<file path="src/rtl/percept_unit.sv">
// percept_unit: single-neuron perceptron with a sequential MAC, train-mode update rule and IDLE-only weight preload.
// Define PERCEPT_SAT_EN to make weight/bias updates saturate; otherwise they wrap two's-complement.
module percept_unit #(
  parameter int N_IN     = 4,
  parameter int DATA_W   = 8,
  parameter int W_W      = 8,
  parameter int LR_SHIFT = 0,
  parameter int ACC_W    = DATA_W + W_W + $clog2(N_IN + 1) + 1
) (
  input  logic                          clk,
  input  logic                          rst,
  input  logic                          x_valid,
  input  logic signed [DATA_W-1:0]      x_data,
  output logic                          x_ready,
  input  logic                          train,
  input  logic                          target,
  input  logic                          w_we,
  input  logic [$clog2(N_IN+1)-1:0]     w_addr,
  input  logic signed [W_W-1:0]         w_data,
  output logic                          y_valid,
  output logic                          y,
  output logic signed [ACC_W-1:0]       sum,
  output logic                          updated
);
  localparam int CNT_W  = $clog2(N_IN + 1);
  localparam int IDX_W  = (N_IN > 1) ? $clog2(N_IN) : 1;
  localparam int PROD_W = DATA_W + W_W;
  localparam int UPD_W  = W_W + 2;
  localparam logic [CNT_W-1:0] LAST_IDX = CNT_W'(N_IN - 1);
  localparam logic [CNT_W-1:0] BIAS_IDX = CNT_W'(N_IN);

  typedef enum logic [2:0] {S_IDLE, S_LOAD, S_MAC, S_DECIDE, S_UPDATE, S_DONE} state_e;
  state_e state_q, state_d;

  logic signed [W_W-1:0]    w_q [N_IN];
  logic signed [W_W-1:0]    w_d [N_IN];
  logic signed [DATA_W-1:0] x_q [N_IN];
  logic signed [DATA_W-1:0] x_d [N_IN];
  logic signed [W_W-1:0]    bias_q, bias_d;
  logic signed [ACC_W-1:0]  acc_q, acc_d, sum_q, sum_d;
  logic [CNT_W-1:0]         cnt_q, cnt_d;
  logic train_q, train_d, target_q, target_d, upd_q, upd_d;
  logic y_q, y_d, y_valid_q, y_valid_d, updated_q, updated_d;

  logic                     beat, y_int, mismatch;
  logic [IDX_W-1:0]         idx;
  logic signed [PROD_W-1:0] prod;
  logic signed [DATA_W-1:0] x_sh;
  logic signed [UPD_W-1:0]  w_upd, b_upd;

  function automatic logic signed [W_W-1:0] narrow(input logic signed [UPD_W-1:0] v);
`ifdef PERCEPT_SAT_EN
    if (v[UPD_W-1:W_W-1] != {3{v[UPD_W-1]}})
      return v[UPD_W-1] ? {1'b1, {(W_W-1){1'b0}}} : {1'b0, {(W_W-1){1'b1}}};
    return v[W_W-1:0];
`else
    return W_W'(v);
`endif
  endfunction

  assign beat     = x_valid && x_ready;
  assign idx      = cnt_q[IDX_W-1:0];
  assign y_int    = ~acc_q[ACC_W-1];
  assign mismatch = train_q && (y_int != target_q);
  assign prod     = PROD_W'(w_q[idx]) * PROD_W'(x_q[idx]);
  assign x_sh     = x_q[idx] >>> LR_SHIFT;
  assign w_upd    = target_q ? UPD_W'(w_q[idx]) + UPD_W'(x_sh) : UPD_W'(w_q[idx]) - UPD_W'(x_sh);
  assign b_upd    = target_q ? UPD_W'(bias_q) + UPD_W'(1) : UPD_W'(bias_q) - UPD_W'(1);

  always_ff @(posedge clk or posedge rst) begin
    if (rst) state_q <= S_IDLE;
    else     state_q <= state_d;
  end

  always_comb begin
    state_d = state_q;
    unique case (state_q)
      S_IDLE:   if (beat) state_d = (N_IN == 1) ? S_MAC : S_LOAD;
      S_LOAD:   if (beat && cnt_q == LAST_IDX) state_d = S_MAC;
      S_MAC:    if (cnt_q == LAST_IDX) state_d = S_DECIDE;
      S_DECIDE: state_d = mismatch ? S_UPDATE : S_DONE;
      S_UPDATE: if (cnt_q == BIAS_IDX) state_d = S_DONE;
      S_DONE:   state_d = S_IDLE;
      default:  state_d = S_IDLE;
    endcase
  end

  always_comb begin
    x_ready = (state_q == S_IDLE) || (state_q == S_LOAD);
  end

  // NOTE: every _d starts from its _q so no path through this block can infer a latch.
  always_comb begin
    w_d = w_q;  x_d = x_q;  bias_d = bias_q;  acc_d = acc_q;  cnt_d = cnt_q;
    train_d = train_q;  target_d = target_q;  upd_d = upd_q;
    y_d = y_q;  sum_d = sum_q;  updated_d = updated_q;  y_valid_d = 1'b0;

    // A preload write in the same cycle as the first beat lands before any MAC reads it.
    if (state_q == S_IDLE && w_we) begin
      if (w_addr < BIAS_IDX)       w_d[w_addr[IDX_W-1:0]] = w_data;
      else if (w_addr == BIAS_IDX) bias_d = w_data;
    end

    unique case (state_q)
      S_IDLE: if (beat) begin
        x_d[0]   = x_data;
        train_d  = train;
        target_d = target;
        upd_d    = 1'b0;
        cnt_d    = (N_IN == 1) ? '0 : CNT_W'(1);
      end
      S_LOAD: if (beat) begin
        x_d[idx] = x_data;
        cnt_d    = (cnt_q == LAST_IDX) ? '0 : cnt_q + CNT_W'(1);
      end
      S_MAC: begin
        acc_d = ((cnt_q == '0) ? ACC_W'(bias_q) : acc_q) + ACC_W'(prod);
        cnt_d = (cnt_q == LAST_IDX) ? '0 : cnt_q + CNT_W'(1);
      end
      S_DECIDE: begin
        upd_d = mismatch;
        cnt_d = '0;
      end
      S_UPDATE: begin
        if (cnt_q == BIAS_IDX) begin
          bias_d = narrow(b_upd);
          cnt_d  = '0;
        end else begin
          w_d[idx] = narrow(w_upd);
          cnt_d    = cnt_q + CNT_W'(1);
        end
      end
      S_DONE: begin
        y_valid_d = 1'b1;
        y_d       = y_int;
        sum_d     = acc_q;
        updated_d = upd_q;
      end
      default: ;
    endcase
  end

  // NOTE: sequential state uses non-blocking assignments so all registers update from the same pre-edge values.
  always_ff @(posedge clk or posedge rst) begin
    if (rst) begin
      // NOTE: the weight and input arrays are reset too, since a reset must leave a zero-weight neuron.
      for (int i = 0; i < N_IN; i++) begin
        w_q[i] <= '0;
        x_q[i] <= '0;
      end
      bias_q    <= '0;
      acc_q     <= '0;
      cnt_q     <= '0;
      train_q   <= 1'b0;
      target_q  <= 1'b0;
      upd_q     <= 1'b0;
      y_q       <= 1'b0;
      sum_q     <= '0;
      updated_q <= 1'b0;
      y_valid_q <= 1'b0;
    end else begin
      w_q       <= w_d;
      x_q       <= x_d;
      bias_q    <= bias_d;
      acc_q     <= acc_d;
      cnt_q     <= cnt_d;
      train_q   <= train_d;
      target_q  <= target_d;
      upd_q     <= upd_d;
      y_q       <= y_d;
      sum_q     <= sum_d;
      updated_q <= updated_d;
      y_valid_q <= y_valid_d;
    end
  end

  assign y_valid = y_valid_q;
  assign y       = y_q;
  assign sum     = sum_q;
  assign updated = updated_q;
endmodule

</file>
<file path="config.mk">
export PLATFORM = sky130hd
export DESIGN_NAME = percept_unit
export DESIGN_NICKNAME = d
export VERILOG_FILES = /design/src/rtl/percept_unit.sv
export SDC_FILE = /design/constraint.sdc
export NUM_CORES = 1
export LEC_CHECK = 0
export CAP_MARGIN = 40
export CORE_MARGIN = 5
export CORE_UTILIZATION = 30
export CTS_BUF_LIST = sky130_fd_sc_hd__clkbuf_2 sky130_fd_sc_hd__clkbuf_4 sky130_fd_sc_hd__clkbuf_8
export DETAILED_ROUTE_END_ITERATION = 12
export GPL_ROUTABILITY_DRIVEN = 0
export MAX_ROUTING_LAYER = met4
export RECOVER_POWER = 25
export SETUP_SLACK_MARGIN = 0.05
export SYNTH_ARGS = -nofsm -noshare
export SYNTH_HDL_FRONTEND = slang
export SYNTH_SLANG_ARGS = --single-unit
</file>
<file path="constraint.sdc">
create_clock -name clk -period 8.8 [get_ports clk]
set_clock_uncertainty 0.15 [all_clocks]
set_input_delay 1.76 -clock clk [delete_from_list [all_inputs] [get_ports clk]]
set_output_delay 1.76 -clock clk [all_outputs]
set_load 0.02 [all_outputs]
</file>
# Word-level counts from Yosys, hierarchy flattened
# Index checks and enable logic that the tools add are counted.
# classes
n_eq_ne	14
n_bitwise	3
reduce_logical	18
multipliers	1
order_cmp	5
n_mux	41
n_addsub	6
# op_table
cell	n
32-bit two-way mux	5
8-bit two-way mux	14
32-bit bitwise mux	3
8-bit binary-select mux with 2-bit select	2
8-bit demux with 2-bit select	2
3-bit one-hot mux with 5 select lines	2
3-bit two-way mux	7
20-bit by 16-bit adder with 20-bit output	1
20-bit two-way mux	1
8-bit by 8-bit multiplier with 16-bit output	1
8-bit one-hot mux with 2 select lines	1
3-bit equality test, second input constant	4
2-bit inequality test, second input constant	5
3-bit by 2-bit equality test with 1-bit output, second input constant	3
8-bit by 2-bit adder with 8-bit output, second input constant	1
8-bit adder	1
8-bit by 2-bit subtractor with 8-bit output, second input constant	1
8-bit subtractor	1
3-bit greater-or-equal comparator, second input constant	2
1-bit logical AND	6
3-bit logical NOT	2
3-bit by 1-bit less-than comparator with 1-bit output, second input constant	2
2-bit inverter with 3-bit output	2
2-bit AND reduction	3
12 further kinds	16
# totals
reg_bits	124
out_inout_bits	24
elab_cells	107
input_bits	25

# Logic depth before layout (Yosys ltp)
# Gate-level depths: netlist (run 1).
# depth
word_depth	11
depth_mapped	24
ltp_nobuf	21

# Worst setup path after synthesis (run 1)
# No wires, ideal clock.
# synth_path
kind	register to register
from	reg cnt_q[0]
to	reg acc_q[18]
path_slack_ns	2.367
path_stages_with_launch	20
required_ns	8.515
synth_period_minus_slack_ns	6.433
setup_ns	0.135
arrival_ns	6.148
path_cell_list	dfrtp_1 buf_6 buf_4 mux4_2 clkbuf_1 and2_1 inv_1 fa_1 inv_1 fa_1 fa_1 fa_1 fa_1 ha_1 a21oi_1 o21ai_0 a311o_1 o41ai_1 xor2_1 o21ai_0
# synth_via
elab_chain_cells	6
word_cells_on_any_way	11
classes_between	add/sub: 1; mul: 1; mux: 7; bitwise: 1; reduce/logical: 1
# synth_lines
element	line	rtl
start, declared	41	logic [CNT_W-1:0] cnt_q, cnt_d;
start signal, assigned	166	cnt_q <= cnt_d;
2-bit inverter with 3-bit output (implied by the code)	65	assign prod = PROD_W'(w_q[idx]) * PROD_W'(x_q[idx]);
8-bit binary-select mux with 2-bit select	65	
8-bit two-way mux (implied by the code) (2 in a row)	65	
8-bit by 8-bit multiplier with 16-bit output	65	
20-bit by 16-bit adder with 20-bit output *	117	acc_d = ((cnt_q == '0) ? ACC_W'(bias_q) : acc_q) + ACC_W'(prod);
end signal, assigned	152	acc_q <= '0;
end signal, assigned	165	acc_q <= acc_d;
end, declared	40	logic signed [ACC_W-1:0] acc_q, acc_d, sum_q, sum_d;
# Mark *: on every way between the ends. The rest lies on a longest branch, timed or not. The select of a mux whose other input is x is not followed.
# A chain may end at the register's enable or synchronous reset.

# Worst setup path after layout (run 1)
# layout_path
from	reg cnt_q[0]
to	reg acc_q[19]
# The elaborated chain is that of the path after synthesis.

==> impl_metrics.json, run 1 <==
{
  "clk_latency_ps": 460,
  "ys_ff_latch": 124,
  "cp_max_fo": 14,
  "rsz0062_at_grt": "false",
  "hold_violations": 0,
  "cts_hold_buffers": 0,
  "worstMarginPinSlew_ps": 2277,
  "drc": 0,
  "synthFlopType": "dfrtp_1",
  "core_area_um2": 32620,
  "firstDrtPassIters": 4,
  "fin_util_pct": 34.82,
  "grt_overflow": 0,
  "fmax_mhz": 141.8,
  "regArea_um2": 3103,
  "clockBufferDepth": 2,
  "post_cts_buffers": 0,
  "multi_input_area_um2": 6334,
  "synth_area_per_cell_um2": 10.64,
  "rows": 66,
  "outcome": "finished, violations left",
  "ys_types": 52,
  "place_hpwl_mm": 17.48,
  "fp.dieW_um": 192.1,
  "start_util_pct": 30.50,
  "numCtsBuffers": 17,
  "worstPathArrival_ps": 7230,
  "max_cap_viol_count": 3,
  "crit_path_frequent_cell": "fa_1",
  "portBuffers": 48,
  "grt_use_total_pct": 13.61,
  "yosysMostFrequentCell": "dfrtp_1",
  "r2r_slack_ps": 1750,
  "use_met2_pct": 20.49,
  "setup_tns_ps": 0,
  "synthArstFlopShare_pct": 100.0,
  "critPathBufInv": 3,
  "max_stage_delay_ps": 620,
  "antenna_found_initial": 1,
  "ys_seq_area_share_pct": 31.19,
  "cts_sinks": 124,
  "slew-limit-headroom_pct": -51.79,
  "syn_area_um2": 9950,
  "ys_top_cells_by_count": "124 x dfrtp_1, 100 x inv_1, 90 x fa_1, 79 x a21oi_1, 68 x nand2_1",
  "synth-edff-count": 0,
  "layout-drive-gt1-share_pct": 13.00,
  "slowest_stage": "dfrtp_1",
  "start_kind": "flop",
  "drt_wl_total_mm": 23.08,
  "grt_max_degree": 51,
  "ys_top_cells_by_area": "dfrtp_1 31%, fa_1 18%, ha_1 8.3%",
  "yosys_warnings": 0,
  "violations": "max-capacitance violations, max-slew violations",
  "routedWlPerCell_um": 16.08,
  "die_area_um2": 36910,
  "synth_fp_nets": 1116,
  "vias_per_cell": 4.730,
  "crit_family": "adder cells",
  "whs_ps": 341.5,
  "yosysTopAreaCellShare_pct": 31.19,
  "drtAntennaViolNets": 0,
  "ctsHtreeMaxLevel": 4,
  "grt_pass1_wl_mm": 38.62,
  "end_kind": "flop",
  "drt-initial-drc-count": 405,
  "cts_tree": "done",
  "fin_crit_sh_pct": 80.16,
  "cts_resized": 0,
  "met1_usage_pct": 18.91,
  "fillCellCount": 3296,
  "netlist_instances": 935,
  "area_growth_pct": 14.15,
  "crit_type": "flop to flop",
  "setup_viol": 0,
  "vias": 6788,
  "io_pins": 49,
  "clk_pin_slew_ps": 100,
  "die_h_um": 192.1,
  "synth_top_area_cell": "dfrtp_1",
  "hp-class": "flop to flop",
  "cp_cell_sequence": "inv_1, ha_1, nand2b_1, buf_4, nor2_1, a21oi_1, fa_1, inv_1, fa_1, fa_1, fa_1, ha_1, ha_1, or3_1, or3_1, nor3_1, o21ai_0, a41oi_1, xnor2_1, o21ai_0",
  "top_usage_layer": "met2",
  "grt_pass1_vias": 7191,
  "min_period_ps": 7054,
  "required_ps": 8980,
  "clock-root-buffer": "clkbuf_8",
  "final_nets": 1160,
  "use_met3_pct": 2.763,
  "slew_violations": 103
}
==> kinds of logic after synthesis <==
kind of cell,synth area share [%]
AO/OA/AOI/OAI,8.728
XOR/XNOR,3.609
adder cells (fa/ha/maj),26.41
buffers and inverters,5.156
flip-flops,31.19
multiplexers,15.20
AND/OR/NAND/NOR,9.708
==> flip-flops by register name (all words and copies together), names as in the netlist <==
| register | flops |
|---|---|
| y | 1 |
| updated | 1 |
| bias_q | 8 |
| target_q | 1 |
| cnt_q | 3 |
| upd_q | 1 |
| state_q | 3 |
| w_q | 32 |
| train_q | 1 |
| sum | 20 |
| y_valid | 1 |
| acc_q | 20 |
| x_q | 32 |
==> metal layers <==
metal / part of all wire [%] / vias to the layer above
met5: 0 / -
met4: 1.1 / 0
met3: 4.7 / 19
met2: 45 / 140
met1: 49 / 3385
li1: - / 3244
==> cell usage in the layout, fill, tap and decap left out, types with 5 or more instances in the layout <==
| master | netlist | routed |
|---|---|---|
| buf_4 | 1 | 7 |
| xnor2_1 | 26 | 26 |
| nor3_1 | 7 | 7 |
| mux2_2 | 67 | 67 |
| nor2_1 | 65 | 65 |
| o21bai_1 | 5 | 5 |
| xor2_1 | 15 | 15 |
| or3_1 | 5 | 5 |
| inv_6 | 0 | 5 |
| clkbuf_8 | 0 | 17 |
| o21ai_0 | 26 | 26 |
| inv_1 | 100 | 99 |
| nand3_1 | 8 | 8 |
| nand2_1 | 68 | 68 |
| a21oi_1 | 79 | 79 |
| ha_1 | 66 | 66 |
| a21o_1 | 11 | 11 |
| mux2i_1 | 42 | 42 |
| clkdlybuf4s50_1 | 0 | 46 |
| nand2b_1 | 8 | 8 |
| fa_1 | 90 | 90 |
| dfrtp_1 | 124 | 124 |
| and2_1 | 31 | 31 |
| mux4_2 | 15 | 15 |
==> final timing paths <==
path | cells after the start | startpoint | to
max reg2reg | 20 | cnt_q[0] | acc_q[19]
min | 2 | y | y
min in group asynchronous | 2 | rst | sum[10]
max in group asynchronous | 4 | rst | x_q[24]
max | 20 | cnt_q[0] | acc_q[19]
min reg2reg | 2 | y | y
==> final cells by class <==
class,count,share of cell area (%)
multi-input cells,679,55.77
flip-flops and latches,124,27.32
well taps,442,4.869
repair buffers,57,4.759
inverters,100,3.316
clock buffers,18,2.126
clock inverters,14,1.818
diodes,1,0.02203
==> per-stage QoR <==
| step | setup slack (ps) | instances | area (um2) |
|---|---|---|---|
| finish | 1746 | 1435 | 11360 |
| global placement | 1861 | 1401 | 10910 |
| floorplan | 2367 | 935 | 9950 |
| detailed placement | 1730 | 1402 | 10940 |
| global route | 1261 | 1435 | 11360 |
| CTS | 1682 | 1434 | 11380 |
==> tightest hold or removal path, delay by kind of cell (launching register included) <==
family / cells / cell delay [ps]
compound gates: 1 / 60
simple gates: 1 / 50
flops: 1 / 350
Power of run 1 is not shown: default switching activity piles up to over one toggle a cycle in this logic, so the estimate is an artifact.
==> run 2: changes to the inputs <==
==> constraint.sdc (replaced) <==
create_clock -name clk -period 6.9 [get_ports clk]
set_clock_uncertainty 0.15 [all_clocks]
set_input_delay 1.38 -clock clk [delete_from_list [all_inputs] [get_ports clk]]
set_output_delay 1.38 -clock clk [all_outputs]
set_load 0.02 [all_outputs]
==> impl_metrics.json, run 2 (synthesis gave the netlist of run 1 again) <==
{
  "setup_viol": 0,
  "drtAntennaViolNets": 0,
  "die_area_um2": 36910,
  "layout-drive-gt1-share_pct": 13.61,
  "end_kind": "flop",
  "ctsHtreeMaxLevel": 4,
  "grt_max_degree": 48,
  "r2r_slack_ps": 690,
  "vias_per_cell": 4.704,
  "vias": 6779,
  "fin_crit_sh_pct": 90.06,
  "clk_latency_ps": 460,
  "grt_overflow": 0,
  "core_area_um2": 32620,
  "critPathBufInv": 4,
  "grt_pass1_vias": 7196,
  "outcome": "finished, violations left",
  "routedWlPerCell_um": 15.95,
  "setup_tns_ps": 0,
  "cts_sinks": 124,
  "worstReg2RegStart": "cnt_q[0]",
  "die_h_um": 192.1,
  "cp_cell_sequence": "buf_4, mux4_2, and2_1, inv_1, buf_4, fa_1, fa_1, inv_1, fa_1, fa_1, ha_1, ha_1, a21o_1, or3_1, nor3_1, o21ai_0, a41oi_1, xnor2_1, o21ai_0",
  "rsz0062_at_grt": "false",
  "clock-root-buffer": "clkbuf_8",
  "firstDrtPassIters": 5,
  "worstRegToRegCells": 19,
  "crit_type": "flop to flop",
  "max_stage_delay_ps": 640,
  "crit_family": "adder cells",
  "rows": 66,
  "clockBufferDepth": 2,
  "mostFrequentLayoutCell": "dfrtp_1",
  "place_hpwl_mm": 17.39,
  "reg.largest.list": "w_q (32), x_q (32)",
  "fin_area_um2": 11310,
  "portBuffers": 48,
  "final_cell_mix": "124 x dfrtp_1, 99 x inv_1, 90 x fa_1",
  "slew-limit-headroom_pct": -52.69,
  "max_cap_viol_count": 3,
  "clk_pin_slew_ps": 80,
  "min_period_ps": 6214,
  "fmax_mhz": 160.9,
  "cts_tree": "done",
  "cts_hold_buffers": 0,
  "post_cts_buffers": 0,
  "diodes": 0,
  "min_to": "y",
  "hold_violations": 0,
  "violations": "max-capacitance violations, max-slew violations",
  "hp-class": "flop to flop",
  "fp.dieW_um": 192.1,
  "drc": 0,
  "reg2reg_to": "acc_q[19]",
  "slowest_stage": "mux4_2",
  "worstPathArrival_ps": 6390,
  "hp-start": "y",
  "antenna_found_initial": 0,
  "grt_use_total_pct": 13.64,
  "io_pins": 49,
  "cp_max_fo": 11,
  "place_area_um2": 10970,
  "start_util_pct": 30.50,
  "start_kind": "flop",
  "worstMarginPinSlew_ps": 2290,
  "grt_pass1_wl_mm": 38.64,
  "numCtsBuffers": 17,
  "area_growth_pct": 13.64,
  "final_nets": 1167,
  "cts_resized": 0,
  "crit_path_frequent_cell": "fa_1",
  "fillCellCount": 3287,
  "drt_wl_total_mm": 22.99,
  "slew_violations": 106,
  "required_ps": 7080,
  "drt-initial-drc-count": 333,
  "whs_path_depth": 2
}
## run 2: how the worst max path moves through the flow
| stage | endpoint | cells past startpoint | slack [ps] | from |
|---|---|---|---|---|
| floorplan | acc_q[18] | 19 | 470 | cnt_q[0] |
| global placement | acc_q[19] | 19 | 690 | cnt_q[0] |
| detailed placement | acc_q[19] | 19 | 660 | cnt_q[0] |
| CTS | acc_q[19] | 19 | 640 | cnt_q[0] |
| global route | acc_q[17] | 19 | 280 | cnt_q[0] |
| finish | acc_q[19] | 19 | 690 | cnt_q[0] |
## run 2: metal layers
metal / vias up / GRT usage, % / wire length, um
met4: 0 / 3.456 / 251
met3: 16 / 2.163 / 963
met1: 3397 / 18.82 / 11170
met2: 119 / 21.14 / 10600
li1: 3247 / - / -
met5: - / - / 0
## run 2: worst register-to-register path, delay by kind of cell, from the launching register on
family | cells | cell delay (ps)
flip-flops | 1 | 370
AO/OA/AOI/OAI | 4 | 740
adder cells (fa/ha/maj) | 6 | 2600
XOR/XNOR | 1 | 130
AND/OR/NAND/NOR | 3 | 800
multiplexers | 1 | 640
buffers and inverters | 4 | 660
## run 2: layout make-up
class	instances	area, um2	share of cell area [%]
Clock buffer	19	255.2	2.257
Multi-Input combinational cell	679	6334	56.01
Inverter	100	376.6	3.331
Timing Repair Buffer	64	593.1	5.245
Clock inverter	13	92.59	0.8189
Tap cell	442	553.0	4.891
Sequential cell	124	3103	27.44
## run 2: per-stage QoR
step	util, %	std cells	setup slack (ps)	hold slack (ps)
floorplan	-	935	467.2	317.3
global placement	33.60	1408	692.1	315.9
detailed placement	33.62	1409	662.9	323.5
CTS	34.69	1441	637.9	340.6
global route	34.66	1441	284.5	376.3
finish	34.66	1441	686.1	333.1
Power of run 2 is left out for the same reason.
==> RTL edit 1: new RTL, flow settings as in run 2 <==
Register the input `target` before use, cleared by the reset. The logic sees it one clock later. The other inputs are not delayed to match.
--- a/src/rtl/percept_unit.sv
+++ b/src/rtl/percept_unit.sv
@@ -30,6 +30,17 @@
   localparam logic [CNT_W-1:0] BIAS_IDX = CNT_W'(N_IN);
 
   typedef enum logic [2:0] {S_IDLE, S_LOAD, S_MAC, S_DECIDE, S_UPDATE, S_DONE} state_e;
+
+  logic target_r;
+
+  always_ff @(posedge clk or posedge rst) begin
+    if (rst) begin
+      target_r <= '0;
+    end else begin
+      target_r <= target;
+    end
+  end
+
   state_e state_q, state_d;
 
   logic signed [W_W-1:0]    w_q [N_IN];
@@ -105,7 +116,7 @@
       S_IDLE: if (beat) begin
         x_d[0]   = x_data;
         train_d  = train;
-        target_d = target;
+        target_d = target_r;
         upd_d    = 1'b0;
         cnt_d    = (N_IN == 1) ? '0 : CNT_W'(1);
       end
Function: no difference found for any inputs over 10 cycles, from zero or initial values and one cycle with rst high; that may be too few to reach the edited logic, so the function may still have changed.
==> RTL edit 1 against run 2 <==
  * The flow still finishes with violations (capacitance limit, slew limit)
  * Wire length is 2.2% lower
  * Critical path type unchanged
  * Final area is 0.90% higher
  * Sequential cell count is 1 higher
  * Setup slack worse by 0.15 ns
  * Critical endpoint is now acc_q[16]
  * Synthesized cell count is 1.6% lower
  * First-iteration DRC count is 19% higher
  * Fmax is 2.4% lower
  * Area after synthesis hardly changed
Power is not shown: default switching activity piles up to over one toggle a cycle in this logic, so the estimate is an artifact.
==> RTL edit 1: results <==
{
  "status": "finished with violations",
  "violations": "capacitance limit, slew limit",
  "max-cap-violations": 3,
  "grt_pass1_wl_mm": 38.1,
  "ff2ff_setup_slack_ns": 0.53,
  "ys_top_cells_by_area": "dfrtp_1, fa_1, ha_1, mux2_2, mux2i_1",
  "hold_violations": 0,
  "dr.pass1.iters": 5,
  "io_buffers": 48,
  "critPathTopFamily": "adder cells",
  "regToRegStartpoint": "cnt_q[1]",
  "drive_gt1_share_pct": 13.6,
  "via_per_inst": 4.71,
  "synthFlopType": "dfrtp_1",
  "grt_start_max_net_pins": 54,
  "r2r_cells": 21,
  "max_stage_delay_ns": 0.62,
  "grt.total_usage_pct": 13.4,
  "synth_warnings": 0,
  "worst_r2r_endpoint": "acc_q[16]",
  "drc": 0,
  "top_regs": "w_q (32), x_q (32)",
  "yosysSeqAreaShare_pct": 31.5,
  "post-cts-setup-buffers": 0,
  "cts_buffers": 17,
  "cp_max_fo": 10,
  "wl_per_cell_um": 15.7,
  "ys_types": 51,
  "fill_cells": 3270,
  "worstHoldEndpoint": "target_q",
  "grt_pass1_vias": 7138,
  "drt-initial-drc-count": 396,
  "min_from": "target_r",
  "arrival_ns": 6.55,
  "cts_resized": 0,
  "cts_root_buffer": "clkbuf_8",
  "slew_headroom_pct": -26.6,
  "whs_ns": 0.315,
  "final_nets": 1151,
  "htreeDepth": 4,
  "dp_hpwl_mm": 17.3,
  "cts.path.max_buffers": 2,
  "antenna_found_initial": 1,
  "ys_top_cells_by_count": "dfrtp_1, inv_1, fa_1",
  "clk_pin_slew_worst_paths_ns": 0.09,
  "syn_nets": 1101,
  "slowest_stage": "dfrtp_1",
  "slew_violations": 100,
  "synthArstFlopShare_pct": 100,
  "hold_path_depth": 2
}
-- RTL edit 1: layout make-up --
class / count / area share, %
multi-input combinational: 669 / 55.5
sequential: 125 / 27.5
timing repair buffer: 62 / 5.07
tap: 442 / 4.85
inverter: 95 / 3.14
clock buffer: 17 / 2.05
clock inverter: 15 / 1.94
antenna: 2 / 0.0439
-- RTL edit 1: how the worst max path moves through the flow --
stage	startpoint	end	slack, ns	cells past startpoint
4_1_cts	cnt_q[0]	acc_q[16]	0.20	20
3_3_place_gp	cnt_q[0]	acc_q[16]	0.36	20
3_5_place_dp	cnt_q[0]	acc_q[16]	0.25	20
5_1_grt	cnt_q[1]	acc_q[16]	0.08	21
2_1_floorplan	cnt_q[0]	acc_q[16]	0.58	24
6_report	cnt_q[1]	acc_q[16]	0.53	21
-- RTL edit 1: through the flow --
stage	instances	worst slack (ns)	cell area (um2)
after floorplan	920	0.576	9940
after global placement	1391	0.361	10900
after detailed placement	1393	0.250	11000
after CTS	1425	0.199	11400
after global routing	1426	0.0751	11400
final	1427	0.531	11400
-- RTL edit 1: logic make-up after synthesis --
group                    count (synthesis)  share of synthesized area, %
XOR/XNOR                                42                          3.77
buffers and inverters                  126                          4.92
adder cells (fa/ha/maj)                156                          26.4
multiplexers                           127                          15.6
AND/OR/NAND/NOR                        198                          9.30
AO/OA/AOI/OAI                          146                          8.56
flip-flops                             125                          31.5
-- RTL edit 1: layer usage --
layer | track usage, % | vias up | wire length [um]
li1 | - | 3215 | -
met3 | 2.93 | 22 | 950
met2 | 20.9 | 107 | 10500
met4 | 2.93 | 0 | 236
met5 | - | - | 0
met1 | 18.0 | 3372 | 10800
-- RTL edit 1: worst min-delay path: stages, from the launching register on --
cell and delay, ns:
dfrtp_1 0.33, nand2_1 0.04, o21ai_0 0.06
==> RTL edit 2: new RTL, config.mk and constraints of run 2 <==
Made on the original files. Build with the macro `PERCEPT_SAT_EN` defined.
--- a/src/rtl/percept_unit.sv
+++ b/src/rtl/percept_unit.sv
@@ -1,5 +1,7 @@
 // percept_unit: single-neuron perceptron with a sequential MAC, train-mode update rule and IDLE-only weight preload.
 // Define PERCEPT_SAT_EN to make weight/bias updates saturate; otherwise they wrap two's-complement.
+`define PERCEPT_SAT_EN
+
 module percept_unit #(
   parameter int N_IN     = 4,
   parameter int DATA_W   = 8,
Check against the original RTL: same outputs for any inputs over 4 cycles, from zero or initial values and one cycle with rst high; that may be too few to reach the edited logic, so the function may still have changed.
==> RTL edit 2 against run 2 <==
  * Sequential share of layout area is 0.94 points lower
  * Hold slack improved by 0.0040 ns
  * Area after synthesis is 3.4% higher
  * Die area up 3.2%
  * Setup slack lost 0.17 ns
  * Final area increased by 3.5%
  * The run still ends with capacitance limit, slew limit left
  * Critical endpoint is now acc_q[18]
  * Sequential cell count unchanged
  * Non-clock buffer count down 1
  * Wire length grew 5.5%
  * Final cell count up 3.9%
Power is left out: the tool's default activity adds up to more than one toggle a clock period on the data nets, which glitch-free logic cannot reach.
==> RTL edit 2: results <==
{
  "hold_violations": 0,
  "slew_headroom_pct": -80.2,
  "cp_max_fo": 12,
  "cts_buffers": 17,
  "drt-initial-drc-count": 531,
  "placed_area_mm2": 0.0113,
  "slew_violations": 47,
  "grt.total_usage_pct": 13.5,
  "dp.cells": 1464,
  "synth_warnings": 0,
  "htreeDepth": 4,
  "vias": 7240,
  "dp_hpwl_mm": 18.7,
  "clk_pin_slew_worst_paths_ns": 0.09,
  "clk_latency_ns": 0.45,
  "synth_top_cell_area_share_pct": 30.2,
  "fill_cells": 3383,
  "post-cts-setup-buffers": 0,
  "die_area_mm2": 0.0381,
  "arrival_ns": 6.62,
  "io_buffers": 48,
  "ys_top_cells_by_area": "dfrtp_1, fa_1, mux2_2, ha_1, inv_1",
  "yosysSeqAreaShare_pct": 30.2,
  "grt_pass1_vias": 7471,
  "grt_start_max_net_pins": 52,
  "ys_top_cells_by_count": "dfrtp_1, inv_1, nand2_1",
  "status": "finished with violations",
  "top_regs": "w_q (32), x_q (32)",
  "cts_root_buffer": "clkbuf_8",
  "grt_pass1_wl_mm": 40.4,
  "max-cap-violations": 1,
  "cts.path.max_buffers": 2,
  "syn_nets": 1171,
  "hold_path.class": "reg2reg",
  "dr.pass1.iters": 5,
  "violations": "capacitance limit, slew limit",
  "via_per_inst": 4.84,
  "syn_avg_cell_area_um2": 10.4,
  "ys_types": 50,
  "routed_wl_mm": 24.3,
  "antenna_found_initial": 1,
  "synthArstFlopShare_pct": 100,
  "drive_gt1_share_pct": 15.1
}
RTL edit 2: cell types whose count changed in the layout (fill, tap and decap cells not counted), sizes merged, moves of 14 or more:
cell	delta
a21oi	-19
mux2	+18
mux2i	-24
nand2	+23
nor2	-14
o21ai	+19
RTL edit 2: per-stage QoR:
step / utilization [%] / worst slack [ns]
after floorplan: - / 0.107
after global placement: 33.5 / 0.646
after detailed placement: 33.6 / 0.503
after CTS: 34.8 / 0.463
after global routing: 34.7 / 0.0694
final: 34.7 / 0.514
RTL edit 2: worst paths after layout:
check / start / slack [ns] / endpoint / cells after the start
max reg2reg: cnt_q[0] / 0.51 / acc_q[18] / 18
min in group asynchronous: rst / 1.49 / acc_q[5] / 2
max: cnt_q[0] / 0.51 / acc_q[18] / 18
min reg2reg: y / 0.34 / y / 2
max in group asynchronous: rst / 1.79 / x_q[9] / 4
min: y / 0.34 / y / 2
RTL edit 2: cells by family after synthesis:
family          share of synthesized area [%]
simple gates                             11.0
fa+ha+maj                                26.5
compound gates                           9.55
buf+inv                                  5.13
flops                                    30.2
mux                                      14.6
xor+xnor                                 3.06
RTL edit 2: timing repair:
item                                    4_1_cts  5_1_grt
hold buffers                                  0        0
endpoints found under the setup margin        0        1
gates resized for setup                       0        1
RTL edit 2: layer usage:
metal | GRT usage [%] | up-vias | part of all wire [%]
li1 | - | 3436 | -
met1 | 18.7 | 3613 | 49
met2 | 20.5 | 161 | 45
met3 | 2.38 | 30 | 4.3
met4 | 3.62 | 0 | 1.6
met5 | - | - | 0
RTL edit 2: layout make-up:
| type | count | area, um2 | share of cell area, % |
|---|---|---|---|
| multi-input cells | 724 | 6660 | 56.9 |
| clock inverters | 13 | 143 | 1.22 |
| well taps | 448 | 561 | 4.79 |
| diodes | 1 | 2.50 | 0.0214 |
| clock buffers | 19 | 255 | 2.18 |
| flip-flops and latches | 124 | 3100 | 26.5 |
| inverters | 105 | 395 | 3.38 |
| repair buffers | 63 | 586 | 5.00 |
RTL edit 2: worst max-delay path: stages, from the launching register on:
cell and delay (ns):
dfrtp_1 0.36, buf_4 0.25, mux4_2 0.68, and2_1 0.24, inv_1 0.41, fa_1 0.51, inv_1 0.08, fa_1 0.45
fa_1 0.52, fa_1 0.49, ha_1 0.31, ha_1 0.32, o21ai_0 0.14, o211ai_1 0.16, a41oi_1 0.33, o21ai_0 0.16
and2_1 0.20, or4_1 0.46, nand3_1 0.09
